`src/rtl/apb_cmd_master.sv`:
```
// Single-outstanding APB requester: valid/ready commands become SETUP/ACCESS transfers,
// each answered by one rsp_valid pulse; a slave that never raises PREADY is aborted with rsp_err.
module apb_cmd_master #(
   parameter int ADDR_W  = 32,
   parameter int DATA_W  = 32,
   parameter int TIMEOUT = 16
) (
   input  logic              PCLK,
   input  logic              PRESET,
   input  logic              cmd_valid,
   output logic              cmd_ready,
   input  logic              cmd_write,
   input  logic [ADDR_W-1:0] cmd_addr,
   input  logic [DATA_W-1:0] cmd_wdata,
   output logic              rsp_valid,
   output logic              rsp_err,
   output logic [DATA_W-1:0] rsp_rdata,
   output logic              PSEL,
   output logic              PENABLE,
   output logic              PWRITE,
   output logic [ADDR_W-1:0] PADDR,
   output logic [DATA_W-1:0] PWDATA,
   input  logic [DATA_W-1:0] PRDATA,
   input  logic              PREADY
);

   // state  | meaning
   // IDLE   | no transfer in flight; cmd_ready high
   // SETUP  | PSEL high, PENABLE low; always exactly one cycle
   // ACCESS | PSEL and PENABLE high; waiting for PREADY or the timeout

   localparam int CNT_W = $clog2(TIMEOUT + 1);
   localparam logic [1:0] ST_IDLE   = 2'd0;
   localparam logic [1:0] ST_SETUP  = 2'd1;
   localparam logic [1:0] ST_ACCESS = 2'd2;
   localparam logic [CNT_W-1:0] CNT_LAST = CNT_W'(TIMEOUT - 1);

   logic [1:0]        state_q, state_d;
   logic              psel_q, psel_d;
   logic              penable_q, penable_d;
   logic              pwrite_q, pwrite_d;
   logic [ADDR_W-1:0] paddr_q, paddr_d;
   logic [DATA_W-1:0] pwdata_q, pwdata_d;
   logic              rsp_valid_q, rsp_valid_d;
   logic              rsp_err_q, rsp_err_d;
   logic [DATA_W-1:0] rsp_rdata_q, rsp_rdata_d;
   logic [CNT_W-1:0]  wait_cnt_q, wait_cnt_d;

   assign cmd_ready = (state_q == ST_IDLE) && PRESET;

   always_comb begin
      state_d     = state_q;
      psel_d      = psel_q;
      penable_d   = penable_q;
      pwrite_d    = pwrite_q;
      paddr_d     = paddr_q;
      pwdata_d    = pwdata_q;
      rsp_valid_d = 1'b0;
      rsp_err_d   = rsp_err_q;
      rsp_rdata_d = rsp_rdata_q;
      wait_cnt_d  = wait_cnt_q;
      case (state_q)
         ST_IDLE: begin
            if (cmd_valid && cmd_ready) begin
               pwrite_d  = cmd_write;
               paddr_d   = cmd_addr;
               pwdata_d  = cmd_wdata;
               psel_d    = 1'b1;
               penable_d = 1'b0;
               state_d   = ST_SETUP;
            end
         end
         ST_SETUP: begin
            penable_d  = 1'b1;
            wait_cnt_d = '0;
            state_d    = ST_ACCESS;
         end
         ST_ACCESS: begin
            if (PREADY) begin
               psel_d      = 1'b0;
               penable_d   = 1'b0;
               rsp_valid_d = 1'b1;
               rsp_err_d   = 1'b0;
               rsp_rdata_d = pwrite_q ? '0 : PRDATA;
               state_d     = ST_IDLE;
            end else if (wait_cnt_q == CNT_LAST) begin
               // slave never answered: drop the bus and report the abort
               psel_d      = 1'b0;
               penable_d   = 1'b0;
               rsp_valid_d = 1'b1;
               rsp_err_d   = 1'b1;
               rsp_rdata_d = '0;
               state_d     = ST_IDLE;
            end else begin
               wait_cnt_d = wait_cnt_q + CNT_W'(1);
            end
         end
         default: begin
            psel_d    = 1'b0;
            penable_d = 1'b0;
            state_d   = ST_IDLE;
         end
      endcase
   end

   always_ff @(posedge PCLK) begin
      if (!PRESET) begin
         state_q     <= ST_IDLE;
         psel_q      <= 1'b0;
         penable_q   <= 1'b0;
         pwrite_q    <= 1'b0;
         paddr_q     <= '0;
         pwdata_q    <= '0;
         rsp_valid_q <= 1'b0;
         rsp_err_q   <= 1'b0;
         rsp_rdata_q <= '0;
         wait_cnt_q  <= '0;
      end else begin
         state_q     <= state_d;
         psel_q      <= psel_d;
         penable_q   <= penable_d;
         pwrite_q    <= pwrite_d;
         paddr_q     <= paddr_d;
         pwdata_q    <= pwdata_d;
         rsp_valid_q <= rsp_valid_d;
         rsp_err_q   <= rsp_err_d;
         rsp_rdata_q <= rsp_rdata_d;
         wait_cnt_q  <= wait_cnt_d;
      end
   end

   assign PSEL      = psel_q;
   assign PENABLE   = penable_q;
   assign PWRITE    = pwrite_q;
   assign PADDR     = paddr_q;
   assign PWDATA    = pwdata_q;
   assign rsp_valid = rsp_valid_q;
   assign rsp_err   = rsp_err_q;
   assign rsp_rdata = rsp_rdata_q;

endmodule

```
`config.mk`:
```
export PLATFORM = sky130hd
export DESIGN_NAME = apb_cmd_master
export DESIGN_NICKNAME = d
export VERILOG_FILES = /design/src/rtl/apb_cmd_master.sv
export SDC_FILE = /design/constraint.sdc
export NUM_CORES = 1
export LEC_CHECK = 0
export BUFFER_PORTS_ARGS = -buffer_cell sky130_fd_sc_hd__buf_2
export CORE_ASPECT_RATIO = 0.5
export CORE_UTILIZATION = 45
export DETAILED_ROUTE_END_ITERATION = 12
export GPL_TIMING_DRIVEN = 0
export PLACE_DENSITY = 0.76
export SETUP_SLACK_MARGIN = 0.3
export SYNTH_ARGS = -nofsm -noshare
export SYNTH_HDL_FRONTEND = slang
export SYNTH_SLANG_ARGS = --single-unit
```
`constraint.sdc`:
```
create_clock -name PCLK -period 2.2 [get_ports PCLK]
set_clock_uncertainty 0.05 [all_clocks]
set_input_delay 0.22 -clock PCLK [delete_from_list [all_inputs] [get_ports PCLK]]
set_output_delay 0.22 -clock PCLK [all_outputs]
set_load 0.005 [all_outputs]
```
==> results of run 1 <==
==> worst paths after layout <==
kind	startpoint	endpoint	slack, ns	cells past startpoint
max	wait_cnt_q[0]	wait_cnt_q[4]	0.27	7
min	cmd_wdata[25]	PWDATA[25]	0.03	3
max reg2reg	wait_cnt_q[0]	wait_cnt_q[4]	0.27	7
min reg2reg	PWDATA[31]	PWDATA[31]	0.40	2
==> Yosys cell counts <==
library cell                 n  share of area
sky130_fd_sc_hd__a21boi_0   31          0.059
sky130_fd_sc_hd__a21boi_1    3         0.0058
sky130_fd_sc_hd__a31oi_1     1         0.0016
sky130_fd_sc_hd__and2_1      1         0.0016
sky130_fd_sc_hd__and3_1      2         0.0032
sky130_fd_sc_hd__and4bb_2    2         0.0064
sky130_fd_sc_hd__buf_2       8          0.010
sky130_fd_sc_hd__buf_4       7          0.013
sky130_fd_sc_hd__clkbuf_1   22          0.021
sky130_fd_sc_hd__clkbuf_2    1         0.0013
sky130_fd_sc_hd__dfxtp_1   107           0.55
sky130_fd_sc_hd__ha_1        2         0.0064
sky130_fd_sc_hd__inv_1       3         0.0029
sky130_fd_sc_hd__mux2i_1     1         0.0026
sky130_fd_sc_hd__nand2_1   167           0.16
sky130_fd_sc_hd__nand2b_1    2         0.0032
sky130_fd_sc_hd__nand3_1     3         0.0038
sky130_fd_sc_hd__nand3b_1    1         0.0019
sky130_fd_sc_hd__nand4_1     1         0.0016
sky130_fd_sc_hd__nor2_1      3         0.0029
sky130_fd_sc_hd__nor3b_1     2         0.0038
sky130_fd_sc_hd__nor4b_1     1         0.0022
sky130_fd_sc_hd__o211a_1     1         0.0026
sky130_fd_sc_hd__o21a_1      1         0.0019
sky130_fd_sc_hd__o21ai_0    95           0.12
sky130_fd_sc_hd__o21ai_1     4         0.0051
sky130_fd_sc_hd__or2b_1      1         0.0019
sky130_fd_sc_hd__or4b_1      1         0.0026
sky130_fd_sc_hd__xor2_1      1         0.0022
==> power by group <==
part / switching (uW) / leakage (uW) / total, uW / internal, uW
clock: 660 / 0.000141 / 1570 / 914
sequential: 53.3 / 0.000876 / 2100 / 2050
combinational: 235 / 0.00152 / 453 / 218
==> registers in the layout, indices dropped and copies added (netlist names) <==
signal,flops
state_q,2
PWRITE,1
PWDATA,32
rsp_rdata,32
PSEL,1
rsp_err,1
rsp_valid,1
PADDR,32
wait_cnt_q,5
==> per-stage QoR <==
stage               setup WS [ns]   util  total power [uW]  std cells  area, sq um
finish                      0.269  0.665              4130        810         5450
global route                0.225  0.665              4310        810         5450
detailed placement          0.165  0.620              2590        789         5090
CTS                         0.245  0.662              4160        809         5430
global placement            0.244  0.620              2580        789         5090
floorplan                   0.315      -              2330        475         3940
==> cell families after synthesis <==
logic type / after synthesis / share of synthesized area
multiplexers: 1 / 0.00256
XOR/XNOR: 1 / 0.00224
flip-flops: 107 / 0.547
adder cells (fa/ha/maj): 2 / 0.00639
AO/OA/AOI/OAI: 136 / 0.198
AND/OR/NAND/NOR: 187 / 0.195
buffers and inverters: 41 / 0.0489
==> repair_timing <==
action                                  CTS  global route
buffers inserted                          4             1
pin swaps                                 0             2
endpoints found under the setup margin   31            31
gates resized for setup                   9             6
==> layout make-up <==
class | count | share of cell area
well taps | 112 | 0.0257
inverters | 3 | 0.00207
plain buffers | 38 | 0.0349
clock buffers | 14 | 0.0466
flip-flops and latches | 107 | 0.393
repair buffers | 207 | 0.192
clock inverters | 2 | 0.00643
multi-input cells | 327 | 0.299
==> layer usage <==
layer / vias to the layer above / GRT usage / routed length [um]
met2: 105 / 0.404 / 4990
met1: 1806 / 0.265 / 4690
li1: 1999 / - / -
met3: 17 / 0.0726 / 699
met5: - / 0 / 13
met4: 2 / 0.0781 / 123
==> worst max-delay path, delay by kind of cell (launching register included) <==
kind / cells / cell delay, ns
buf+inv: 1 / 0.14
compound gates: 1 / 0.16
flops: 1 / 0.35
fa+ha+maj: 2 / 0.33
simple gates: 3 / 0.81
==> metrics, run 1 <==
result of the run complete, no violations; Crit-path slowest cell sky130_fd_sc_hd__or4b_4; headroom to the max-slew limit 0.685; number of inserted filler cells in the final layout 732; startpoint type of the worst setup path flop; Core Footprint between 0.008 and 0.009 sq mm; starting density of the core 0.477; detailed-route vias per instance 4.85; CTS tree built; antenna violations before repair 1; maximum fanout along the worst path 4; type of the worst min-delay path input port to flop; Area Growth Syn to Fin 39.2%; number of warnings reported in the yosys synthesis log 0; Min Clock Period, post-route 1.93 ns; Max clock buf depth 2; # hold bufs at CTS 0; count of pins over their slew limit 0; leftover overflow at the end of global routing 0; area of the mapped netlist 0.00392 sq mm; Crit Path Class flop to flop; die span in x 134 um; Critical Path Sink Type flop; commonest cells after routing, fill and taps aside 209 x sky130_fd_sc_hd__buf_2, 166 x sky130_fd_sc_hd__nand2_1, 105 x sky130_fd_sc_hd__dfxtp_1; total half-perimeter wirelength after legalization and detailed placement 7.72 mm; antenna diode instance count 0; Chip Height 68.0 um; via count of the first global-routing pass about 3500; layout cells sized above 1 0.357; Largest stage delay, worst path 0.48 ns; area occupied by multi-input gates 0.00163 sq mm; Min Hold Slack 0.0263 ns; Unique masters post-synth 29; data required time at the worst endpoint 2.38 ns; total track usage 0.227; final wirelength 10.5 mm; DRC violation total after the first TritonRoute iteration 187; P_leak 0.00253 uW; final antenna-violating net count 0; global-route wire length before repair around 16 mm; maximum level of the CTS H-tree 3; setup violation total in the final timing report 0; Total Die Area 0.00910 sq mm; synthesized flop and latch total between 100 and 150; average footprint of a synthesized cell 8.24 sq um; unrepaired setup endpoints after global routing true; total via count in the routed design 3929; source-to-sink clock delay at the later pin of the worst-skew pair 0.33 ns; number of sinks driven by the clock tree 107; Post-Synthesis Net Count 578; max-cap check violation count 0; CTS Root Buffer Type sky130_fd_sc_hd__clkbuf_16; Worst-path clk slew approximately 0.070 ns; aggregate negative setup slack 0 ns; actual transition at the worst max-transition pin between 0.4 and 0.5 ns; count of TritonRoute iterations in the first routing pass 5; Storage cell area 0.00214 sq mm; pin count of the biggest net entering global routing 16; most frequent cell on the critical path sky130_fd_sc_hd__ha_4; final-report hold violation count 0; total power density per cell area 757 mW/mm^2; Inserted Clock Buffers 9; last weighted congestion value of the routability-driven placer between 0.7 and 0.8; FMAX around 520 MHz; number of nets in the finished design roughly 800; CP arrival 2.11 ns; Synth Instances approximately 480; IR Drop Worst-Case VDD 395 uV; part of the cycle the worst path needs 0.878; I/O pin count between 200 and 250; DRC violations left 0; wire length per cell 13.0 um; sequential area share after synthesis 0.547; count of input and output buffers 202; crit path cell chain ha_4, and3_4, ha_4, or4b_4, buf_6, and3_1, o21a_1; most frequent standard cell in the layout excluding fill and tap cells sky130_fd_sc_hd__buf_2; cell row count 23
(Power assumes the default switching activity.)
==> run 2, diff against run 1 <==
clock period = 1.96 ns   (was 2.2 ns; I/O delays follow)
==> run 2 against run 1 <==
Fmax up 0.21%. First-iteration DRC count rose by 11%. Critical path depth is the same. Largest cell class unchanged. Largest power group unchanged.
==> metrics, run 2 (synthesis gave the netlist of run 1 again) <==
wire length per cell 13.3 um (+2.5%); Chip Height 68.0 um (unchanged); global-route wire length before repair 16.5 mm (+1.6%); actual transition at the worst max-transition pin 0.499 ns (+0.0264 ns); pin count of the biggest net entering global routing 17 (+1); Core Footprint 0.00820 sq mm (unchanged); die span in x 134 um (unchanged); via count of the first global-routing pass 3479 (-1.0%); headroom to the max-slew limit 0.667 (-0.0176); count of input and output buffers 202 (unchanged); crit path cell chain ha_4, and3_4, ha_4, or4b_4, buf_6, and3_4, o21a_1; final antenna-violating net count 0 (unchanged); Min Clock Period, post-route 1.93 ns (-0.00411 ns); total track usage 0.231 (+0.00317); combined buffer and inverter count along the critical path 1 (unchanged); Crit-path slowest cell sky130_fd_sc_hd__or4b_4; CTS Root Buffer Type sky130_fd_sc_hd__clkbuf_16; aggregate negative setup slack 0 ns (unchanged); total via count in the routed design 4024 (+2.4%); startpoint type of the worst setup path flop; Largest stage delay, worst path 0.48 ns (about the same); cell row count 23 (unchanged); leftover overflow at the end of global routing 0 (unchanged); DRC violations left 0 (unchanged); commonest cells after routing, fill and taps aside 208 x sky130_fd_sc_hd__buf_2, 166 x sky130_fd_sc_hd__nand2_1, 105 x sky130_fd_sc_hd__dfxtp_1; I/O pin count 203 (unchanged); max-cap check violation count 0 (unchanged); final-report hold violation count 0 (unchanged); FMAX 519 MHz (+0.21%); Area Growth Syn to Fin 48.0%; source-to-sink clock delay at the later pin of the worst-skew pair 0.33 ns (about the same); Inserted Clock Buffers 9 (unchanged); number of sinks driven by the clock tree 107 (unchanged); setup violation total in the final timing report 0 (unchanged); Worst-path clk slew 0.07 ns (about the same); starting density of the core 0.477 (unchanged); setup slack of the critical path after layout 0.0335 ns (-0.236 ns); data required time at the worst endpoint 2.14 ns (-0.24 ns); maximum level of the CTS H-tree 3 (unchanged); Total Die Area 0.00910 sq mm (unchanged); CP arrival 2.11 ns (about the same); IR Drop Worst-Case VDD 632 uV (+60%); part of the cycle the worst path needs 0.983 (+0.105); antenna violations before repair 1 (unchanged); routed metal-1 wire length 5.02 mm (+7.0%); Min Hold Slack 0.00120 ns (-0.0251 ns); total half-perimeter wirelength after legalization and detailed placement 7.60 mm (-1.6%); most frequent standard cell in the layout excluding fill and tap cells sky130_fd_sc_hd__buf_2; end-of-flow core utilization 0.706 (+0.0418); overall power of the completed layout 4850 uW (+17%); Crit Path Class flop to flop; Critical Path Sink Type flop; detailed-route vias per instance 4.82 (-0.53%); layout cells sized above 1 0.377 (+0.0205); last weighted congestion value of the routability-driven placer 0.755 (-0.38%); Top delay family on crit path simple AND/OR/NAND/NOR gates; DRC violation total after the first TritonRoute iteration 207 (+11%); count of TritonRoute iterations in the first routing pass 4 (-1); P_leak 0.00269 uW (+6.2%); type of the worst min-delay path input port to flop; met3 routed wirelength 622 um (-11%); number of nets in the finished design 820 (+3.0%); unrepaired setup endpoints after global routing true; top routing layer in use met4; DP Worst Slack 0.00437 ns (-0.161 ns); CTS tree built; result of the run complete, no violations; maximum fanout along the worst path 4 (unchanged); total power density per cell area 836 mW/mm^2 (+10%); total length of routed met2 wires 5.32 mm (+6.6%); Max clock buf depth 2 (unchanged); count of pins over their slew limit 0 (unchanged); final wirelength 11.1 mm (+5.6%)
-- run 2: what timing repair did --
action	4_1_cts	5_1_grt
cloned	0	3
hold endpoints to repair	13	0
gates resized for setup	12	74
setup buffers	5	8
pin swaps	4	23
hold buffers	13	0
setup endpoints to repair	57	63
-- run 2: stage by stage --
stage / area, sq um / std cells
detailed placement: 5100 / 789
global route: 5790 / 833
floorplan: 3950 / 475
finish: 5790 / 834
global placement: 5100 / 789
CTS: 5620 / 822
-- run 2: report_power, final --
part / internal (uW) / switching, uW
Clock: 1140 / 775
Combinational: 288 / 285
Sequential: 2300 / 59.5
Total: 3730 / 1120
-- run 2: metal layers --
metal / global-route usage / up-vias
li1: - / 2045
met1: 0.286 / 1848
met2: 0.393 / 118
met3: 0.0689 / 13
met4: 0.0696 / 0
met5: 0 / -
-- run 2: final cells by class --
class | instances | area (sq um)
Antenna cell | 1 | 2.50
Buffer | 38 | 216
Clock buffer | 10 | 239
Clock inverter | 5 | 77.6
Fill cell | 699 | 2410
Inverter | 3 | 11.3
Multi-Input combinational cell | 327 | 1670
Sequential cell | 107 | 2150
Tap cell | 112 | 140
Timing Repair Buffer | 231 | 1290
-- run 2: final timing paths --
| check | cells after the start | to | slack (ns) | from |
|---|---|---|---|---|
| worst max register to register | 7 | wait_cnt_q[4] | 0.03 | wait_cnt_q[1] |
| worst min-delay path | 3 | PWDATA[7] | 0.001 | cmd_wdata[7] |
| worst max-delay path | 7 | wait_cnt_q[4] | 0.03 | wait_cnt_q[1] |
| worst min register to register | 2 | PWDATA[31] | 0.40 | PWDATA[31] |
-- run 2: worst register-to-register path, cell delays in order, from the launching register on --
cell and delay [ns]:
sky130_fd_sc_hd__dfxtp_4 0.36, sky130_fd_sc_hd__ha_4 0.16, sky130_fd_sc_hd__and3_4 0.17, sky130_fd_sc_hd__ha_4 0.16, sky130_fd_sc_hd__or4b_4 0.48, sky130_fd_sc_hd__buf_6 0.14, sky130_fd_sc_hd__and3_4 0.14, sky130_fd_sc_hd__o21a_1 0.16
